==> config.mk <==
export PLATFORM = sky130hd
export DESIGN_NAME = matmul_ctrl_flat
export DESIGN_NICKNAME = d
export VERILOG_FILES = /design/src/rtl/matmul_ctrl_if.sv /design/src/rtl/matmul_ctrl.sv /design/src/flat_wrapper.sv
export SDC_FILE = /design/constraint.sdc
export NUM_CORES = 1
export LEC_CHECK = 0
export BUFFER_PORTS_ARGS = -buffer_cell sky130_fd_sc_hd__buf_2
export CORE_ASPECT_RATIO = 1.75
export CORE_MARGIN = 8
export CORE_UTILIZATION = 45
export CTS_CLUSTER_DIAMETER = 200
export DETAILED_ROUTE_END_ITERATION = 8
export PLACE_DENSITY = 0.66
export SLEW_MARGIN = 15
export SYNTH_ARGS = -nofsm -noshare
export SYNTH_HDL_FRONTEND = slang
export SYNTH_SLANG_ARGS = --single-unit
==> constraint.sdc <==
create_clock -name clk -period 7.3 [get_ports clk]
set_input_delay 1.095 -clock clk [delete_from_list [all_inputs] [get_ports clk]]
set_output_delay 1.095 -clock clk [all_outputs]
set_load 0.005 [all_outputs]
==> src/rtl/matmul_ctrl_if.sv <==
// Host byte streams plus register-file ports of the 2x2 matmul sequencer.
// master = controller side; slave = host streams and register file.
interface matmul_ctrl_if;
    logic       in_valid;
    logic       in_ready;
    logic [7:0] in_data;
    logic       out_valid;
    logic       out_ready;
    logic [7:0] out_data;
    logic       rf_write;
    logic [4:0] rf_waddr;
    logic [7:0] rf_wdata;
    logic [4:0] rf_raddr1;
    logic [4:0] rf_raddr2;
    logic [4:0] rf_raddr3;
    logic [4:0] rf_raddr4;
    logic [7:0] rf_rdata1;
    logic [7:0] rf_rdata2;
    logic [7:0] rf_rdata3;
    logic [7:0] rf_rdata4;

    modport master (
        input  in_valid, in_data, out_ready,
        input  rf_rdata1, rf_rdata2, rf_rdata3, rf_rdata4,
        output in_ready, out_valid, out_data,
        output rf_write, rf_waddr, rf_wdata,
        output rf_raddr1, rf_raddr2, rf_raddr3, rf_raddr4
    );

    modport slave (
        output in_valid, in_data, out_ready,
        output rf_rdata1, rf_rdata2, rf_rdata3, rf_rdata4,
        input  in_ready, out_valid, out_data,
        input  rf_write, rf_waddr, rf_wdata,
        input  rf_raddr1, rf_raddr2, rf_raddr3, rf_raddr4
    );
endinterface

==> src/rtl/matmul_ctrl.sv <==
// Sequencer for a 2x2 8-bit matrix multiply over a 32x8 four-read-port register file.
// Define SATURATE_EN to clamp overflowing C bytes to 255 instead of truncating them.
module matmul_ctrl #(
    parameter logic [4:0] A_BASE = 5'd0,
    parameter logic [4:0] B_BASE = 5'd4,
    parameter logic [4:0] C_BASE = 5'd8
) (
    input  logic          clk,
    input  logic          rst_n,
    input  logic          start,
    output logic          busy,
    output logic          done,
    output logic          ovf,
    matmul_ctrl_if.master bus
);
    typedef enum logic [2:0] {S_IDLE, S_LOAD, S_CALC, S_WRITE, S_DRAIN} state_e;

    state_e      state_q, state_d;
    logic [2:0]  cnt_q, cnt_d;      // load beat k in LOAD, element idx elsewhere
    logic [16:0] sum_q, sum_d;
    logic        ovf_q, ovf_d;
    logic        done_q, done_d;
    logic [4:0]  idx_off;
    logic [15:0] prod_lo, prod_hi;
    logic [7:0]  result;

    assign idx_off = {3'b000, cnt_q[1:0]};
    assign prod_lo = {8'd0, bus.rf_rdata1} * {8'd0, bus.rf_rdata3};
    assign prod_hi = {8'd0, bus.rf_rdata2} * {8'd0, bus.rf_rdata4};

`ifdef SATURATE_EN
    assign result = (sum_q > 17'd255) ? 8'hff : sum_q[7:0];
`else
    logic [8:0] unused_sum_hi;
    assign unused_sum_hi = sum_q[16:8];
    assign result        = sum_q[7:0];
`endif

    always_comb begin
        // NOTE: every signal gets a default first so no path through the case infers a latch.
        state_d       = state_q;
        cnt_d         = cnt_q;
        sum_d         = sum_q;
        ovf_d         = ovf_q;
        done_d        = 1'b0;
        bus.in_ready  = 1'b0;
        bus.out_valid = 1'b0;
        bus.out_data  = 8'd0;
        bus.rf_write  = 1'b0;
        bus.rf_waddr  = 5'd0;
        bus.rf_wdata  = 8'd0;
        bus.rf_raddr1 = 5'd0;
        bus.rf_raddr2 = 5'd0;
        bus.rf_raddr3 = 5'd0;
        bus.rf_raddr4 = 5'd0;

        unique case (state_q)
            S_IDLE: begin
                if (start) begin
                    state_d = S_LOAD;
                    cnt_d   = 3'd0;
                    ovf_d   = 1'b0;
                end
            end
            S_LOAD: begin
                bus.in_ready = 1'b1;
                if (bus.in_valid) begin
                    bus.rf_write = 1'b1;
                    bus.rf_wdata = bus.in_data;
                    bus.rf_waddr = (cnt_q[2] ? B_BASE : A_BASE) + idx_off;
                    cnt_d        = cnt_q + 3'd1;
                    if (cnt_q == 3'd7) state_d = S_CALC;
                end
            end
            S_CALC: begin
                // idx = 2*i + j: row i of A against column j of B
                bus.rf_raddr1 = A_BASE + {3'b000, cnt_q[1], 1'b0};
                bus.rf_raddr2 = A_BASE + {3'b000, cnt_q[1], 1'b1};
                bus.rf_raddr3 = B_BASE + {4'b0000, cnt_q[0]};
                bus.rf_raddr4 = B_BASE + 5'd2 + {4'b0000, cnt_q[0]};
                sum_d         = {1'b0, prod_lo} + {1'b0, prod_hi};
                if (sum_d > 17'd255) ovf_d = 1'b1;
                state_d = S_WRITE;
            end
            S_WRITE: begin
                bus.rf_write = 1'b1;
                bus.rf_waddr = C_BASE + idx_off;
                bus.rf_wdata = result;
                if (cnt_q[1:0] == 2'd3) begin
                    state_d = S_DRAIN;
                    cnt_d   = 3'd0;
                end else begin
                    state_d = S_CALC;
                    cnt_d   = cnt_q + 3'd1;
                end
            end
            S_DRAIN: begin
                bus.rf_raddr1 = C_BASE + idx_off;
                bus.out_valid = 1'b1;
                bus.out_data  = bus.rf_rdata1;
                if (bus.out_ready) begin
                    if (cnt_q[1:0] == 2'd3) begin
                        state_d = S_IDLE;
                        cnt_d   = 3'd0;
                        done_d  = 1'b1;
                    end else begin
                        cnt_d = cnt_q + 3'd1;
                    end
                end
            end
            default: state_d = S_IDLE;
        endcase
    end

    // NOTE: state registers use non-blocking assignments so every flop samples pre-edge values.
    always_ff @(posedge clk) begin
        if (!rst_n) begin
            state_q <= S_IDLE;
            cnt_q   <= 3'd0;
            sum_q   <= 17'd0;
            ovf_q   <= 1'b0;
            done_q  <= 1'b0;
        end else begin
            state_q <= state_d;
            cnt_q   <= cnt_d;
            sum_q   <= sum_d;
            ovf_q   <= ovf_d;
            done_q  <= done_d;
        end
    end

    assign busy = (state_q != S_IDLE);
    assign done = done_q;
    assign ovf  = ovf_q;
endmodule

==> src/flat_wrapper.sv <==
// flat-port wrapper written by rule: the top's interface ports become plain ports
module matmul_ctrl_flat 
#(
    parameter logic [4:0] A_BASE = 5'd0,
    parameter logic [4:0] B_BASE = 5'd4,
    parameter logic [4:0] C_BASE = 5'd8
)
  (clk, rst_n, start, busy, done, ovf, bus_in_valid, bus_in_data, bus_out_ready, bus_rf_rdata1, bus_rf_rdata2, bus_rf_rdata3, bus_rf_rdata4, bus_in_ready, bus_out_valid, bus_out_data, bus_rf_write, bus_rf_waddr, bus_rf_wdata, bus_rf_raddr1, bus_rf_raddr2, bus_rf_raddr3, bus_rf_raddr4);
  matmul_ctrl_if bus_i ();
  input  logic clk;
  input  logic rst_n;
  input  logic start;
  output logic busy;
  output logic done;
  output logic ovf;
  input wire logic [$bits(bus_i.in_valid)-1:0] bus_in_valid;
  input wire logic [$bits(bus_i.in_data)-1:0] bus_in_data;
  input wire logic [$bits(bus_i.out_ready)-1:0] bus_out_ready;
  input wire logic [$bits(bus_i.rf_rdata1)-1:0] bus_rf_rdata1;
  input wire logic [$bits(bus_i.rf_rdata2)-1:0] bus_rf_rdata2;
  input wire logic [$bits(bus_i.rf_rdata3)-1:0] bus_rf_rdata3;
  input wire logic [$bits(bus_i.rf_rdata4)-1:0] bus_rf_rdata4;
  output wire logic [$bits(bus_i.in_ready)-1:0] bus_in_ready;
  output wire logic [$bits(bus_i.out_valid)-1:0] bus_out_valid;
  output wire logic [$bits(bus_i.out_data)-1:0] bus_out_data;
  output wire logic [$bits(bus_i.rf_write)-1:0] bus_rf_write;
  output wire logic [$bits(bus_i.rf_waddr)-1:0] bus_rf_waddr;
  output wire logic [$bits(bus_i.rf_wdata)-1:0] bus_rf_wdata;
  output wire logic [$bits(bus_i.rf_raddr1)-1:0] bus_rf_raddr1;
  output wire logic [$bits(bus_i.rf_raddr2)-1:0] bus_rf_raddr2;
  output wire logic [$bits(bus_i.rf_raddr3)-1:0] bus_rf_raddr3;
  output wire logic [$bits(bus_i.rf_raddr4)-1:0] bus_rf_raddr4;
  assign bus_i.in_valid = bus_in_valid;
  assign bus_i.in_data = bus_in_data;
  assign bus_i.out_ready = bus_out_ready;
  assign bus_i.rf_rdata1 = bus_rf_rdata1;
  assign bus_i.rf_rdata2 = bus_rf_rdata2;
  assign bus_i.rf_rdata3 = bus_rf_rdata3;
  assign bus_i.rf_rdata4 = bus_rf_rdata4;
  assign bus_in_ready = bus_i.in_ready;
  assign bus_out_valid = bus_i.out_valid;
  assign bus_out_data = bus_i.out_data;
  assign bus_rf_write = bus_i.rf_write;
  assign bus_rf_waddr = bus_i.rf_waddr;
  assign bus_rf_wdata = bus_i.rf_wdata;
  assign bus_rf_raddr1 = bus_i.rf_raddr1;
  assign bus_rf_raddr2 = bus_i.rf_raddr2;
  assign bus_rf_raddr3 = bus_i.rf_raddr3;
  assign bus_rf_raddr4 = bus_i.rf_raddr4;
  matmul_ctrl #(.A_BASE(A_BASE), .B_BASE(B_BASE), .C_BASE(C_BASE)) u_core (.clk(clk), .rst_n(rst_n), .start(start), .busy(busy), .done(done), .ovf(ovf), .bus(bus_i));
endmodule
==> run summary <==
outcome -> finished, final reports clean
largest area contributor in the netlist -> fa_1
power density cells -> 439 mW/mm2
Final period util -> 90.6%
Yosys warnings -> 0
# hold bufs at CTS -> 0
crit-path cells -> buf_2, and2_1, fa_1, inv_1, fa_1, inv_1, fa_1, fa_1, fa_1, inv_1, fa_1, inv_1, ha_1, a21oi_4, o211ai_2, a311oi_2, nor4b_1, or2_1, a311o_1, a41oi_2
Mapped Area -> 0.00563 mm2
CP arrival -> 6.79 ns
starting DRC count in detailed routing -> 131
remaining antenna violation count after routing -> 0
Design Power -> 2.72 mW
GRT overflow -> 0
Hold EP -> u_core.sum_q[1]$_SDFFE_PN0P_
num ports -> 92
max-slew violation count -> 0
Initial Util -> 45.6%
worst hold slack -> 0.478 ns
CP peak stage delay -> 0.55 ns
number of flops mapped to enable cells by yosys -> 0
unrepaired setup endpoints after global routing -> false
relative slew slack -> 50.6%
Core Footprint -> 0.0124 mm2
Worst Hold Depth -> 2
Max IR drop VDD -> 0.318 mV
Num Clock Sinks -> 16
fin worst setup slack -> 0.688 ns
r2r setup slk -> 4.98 ns
CP Max Fanout -> 9
non-filler cells, final -> 889
H-Tree Depth -> 1
Final Hold Violating Endpoints -> 0
Root Buffer -> clkbuf_16
Setup Buffers After CTS -> 0
post-CTS sizing -> 0
initial antenna violation count -> 0
achievable clock frequency -> 151 MHz
clk buf depth -> 2
crit end category -> register
number of global-route vias before repair -> 4958
Clock Skew -> 0.00570 ns
CTS Buf Count -> 3
cell mode on critical path -> fa_1
minimum clock period -> 6.61 ns
worst r2r dst -> u_core.ovf$_SDFFE_PN0P_
Worst-path clk slew -> 0.05 ns
Post-Place Cell Area -> 0.00611 mm2
DIE AREA -> 0.0165 mm2
dpl cells -> 885
post-synthesis sequential area ratio -> 5.69%
crit start category -> input port
diodes inserted -> 0
top-area cell type share of the netlist area -> 34.5%
row count -> 54
Crit path required time -> 7.48 ns
Reg2Reg Depth -> 6
wire length per cell -> 15.1 um
Yosys reg bits -> 16
half-perimeter wire length after placement -> 11.9 mm
Setup CP Type -> input port to register
Initial DRT Pass Iterations -> 4
Synth async-reset ratio -> 0%
Worst-Margin Slew -> 0.738 ns
drt via density -> 5.03
CTS tree -> built
top cells by area, synth -> fa_1 (34%), ha_1 (15%), inv_1 (9.6%)
die height -> 164 um
GRT Overall Usage -> 17.5%
Clock Latency Late Sink -> 0.25 ns
CP max-delay cell -> fa_1
syn avg cell area -> 8.57 um2
Total Nets Final -> 932
Reg2Reg Launch Point -> u_core.state_q[1]$_SDFFE_PN0P_
Placer Congestion -> 0.917
final setup fails -> 0
Max Cap Viol -> 0
Area Overhead vs Synth -> 9.97%
pin count of the biggest net entering global routing -> 20
Post-Synthesis Cells -> 657
Top FF cell, synth -> dfxtp_1
final wirelength -> 13.4 mm
drc violations -> 0
PortBufs -> 80
Hold Path Origin -> u_core.sum_q[1]$_SDFFE_PN0P_
first-pass GRT wire length -> 23.3 mm
Hold WC Path Type -> register to register
Post-Layout Inst Area -> 0.00619 mm2
Post-Route Setup TNS -> 0 ns
synth unique cells -> 61
Vias -> 4474
share of cells above drive strength 1 -> 13.3%
Die Wd -> 101 um
pre-CTS setup slack -> 0.446 ns
Util after Layout -> 50.1%
static leakage -> 3.31 nW
==> registers in the layout (all words and copies together), names as in the netlist <==
signal	cells
u_core.sum_q	8
u_core.ovf	1
u_core.state_q	3
u_core.cnt_q	3
u_core.done	1
==> layout by cell type, fill, tap and decap left out, types with 2 or more instances in the layout <==
| cell type | n |
|---|---|
| a211oi_1 | 3 |
| a21boi_0 | 5 |
| a21o_1 | 4 |
| a21oi_1 | 10 |
| a21oi_2 | 2 |
| a22o_1 | 8 |
| a311o_1 | 2 |
| a31oi_1 | 3 |
| a32oi_1 | 2 |
| and2_1 | 84 |
| and3_1 | 9 |
| buf_2 | 80 |
| clkbuf_16 | 3 |
| conb_1 | 11 |
| dfxtp_1 | 16 |
| fa_1 | 97 |
| ha_1 | 68 |
| inv_1 | 144 |
| nand2_1 | 75 |
| nand2b_1 | 2 |
| nand3_1 | 3 |
| nand4_1 | 2 |
| nor2_1 | 20 |
| nor2b_1 | 6 |
| nor3_1 | 5 |
| nor4_1 | 2 |
| o211ai_1 | 2 |
| o21a_1 | 2 |
| o21ai_0 | 12 |
| o41ai_1 | 2 |
| or3_1 | 2 |
| xnor2_1 | 5 |
| xor2_1 | 3 |
==> worst max-delay path by stage <==
stage	start	endpoint	slack, ns	cells after the start
6_report	bus_rf_rdata1[2]	u_core.ovf$_SDFFE_PN0P_	0.69	20
5_1_grt	bus_rf_rdata1[2]	u_core.ovf$_SDFFE_PN0P_	0.42	20
4_1_cts	bus_rf_rdata1[2]	u_core.ovf$_SDFFE_PN0P_	0.70	20
3_5_place_dp	bus_rf_rdata1[2]	u_core.ovf$_SDFFE_PN0P_	0.45	20
3_3_place_gp	bus_rf_rdata3[6]	u_core.ovf$_SDFFE_PN0P_	0.55	20
2_1_floorplan	bus_rf_rdata1[5]	u_core.ovf$_SDFFE_PN0P_	0.89	20
==> final cells by class <==
class                      instances  area [um2]
sequential                        16         320
timing repair buffer              80         400
fill                            1236        6170
tap                              168         210
clock buffer                       4        88.8
multi-input combinational        476        4630
inverter                         145         544
==> metal layers <==
layer	share of wire, %	up-vias	wire length, um	global-route usage, %
li1	-	2148	-	-
met1	39	2198	5230	19.2
met2	55	110	7320	33.6
met3	4.3	18	572	2.12
met4	2.0	0	266	4.78
met5	0	-	0	0
==> report_power, final <==
| group | internal, mW | total [mW] | switching (mW) |
|---|---|---|---|
| sequential | 0.0900 | 0.0965 | 0.00652 |
| clock | 0.0833 | 0.120 | 0.0366 |
| combinational | 1.02 | 2.50 | 1.48 |
| total | 1.19 | 2.72 | 1.53 |
==> logic make-up (layout without fill, tap and decap cells) <==
| logic type | after synthesis | in the layout | share of synthesized area, % |
|---|---|---|---|
| fa+ha+maj | 165 | 165 | 49.6 |
| other cells | 1 | 11 | 0.0666 |
| flops | 16 | 16 | 5.69 |
| xor+xnor | 8 | 8 | 1.24 |
| buf+inv | 175 | 229 | 12.8 |
| simple gates | 217 | 217 | 20.0 |
| compound gates | 74 | 74 | 10.5 |
| mux | 1 | 1 | 0.178 |
==> worst max-delay path, delay by kind of cell <==
kind | cells | cell delay (ns)
buf+inv | 5 | 0.38
simple gates | 3 | 0.59
fa+ha+maj | 7 | 3.49
compound gates | 5 | 1.22
==> cells in the mapped netlist (4+ instances only) <==
cell type	n
nor2b_1	6
and3_1	9
dfxtp_1	16
inv_1	144
buf_4	16
fa_1	97
nor2_1	20
and2_1	84
a21boi_0	5
clkbuf_1	11
nand2_1	75
xnor2_1	5
ha_1	68
a21oi_1	10
o21ai_0	12
a22o_1	8
nor3_1	5
a21o_1	4
Power figures use the tool's default switching activity.
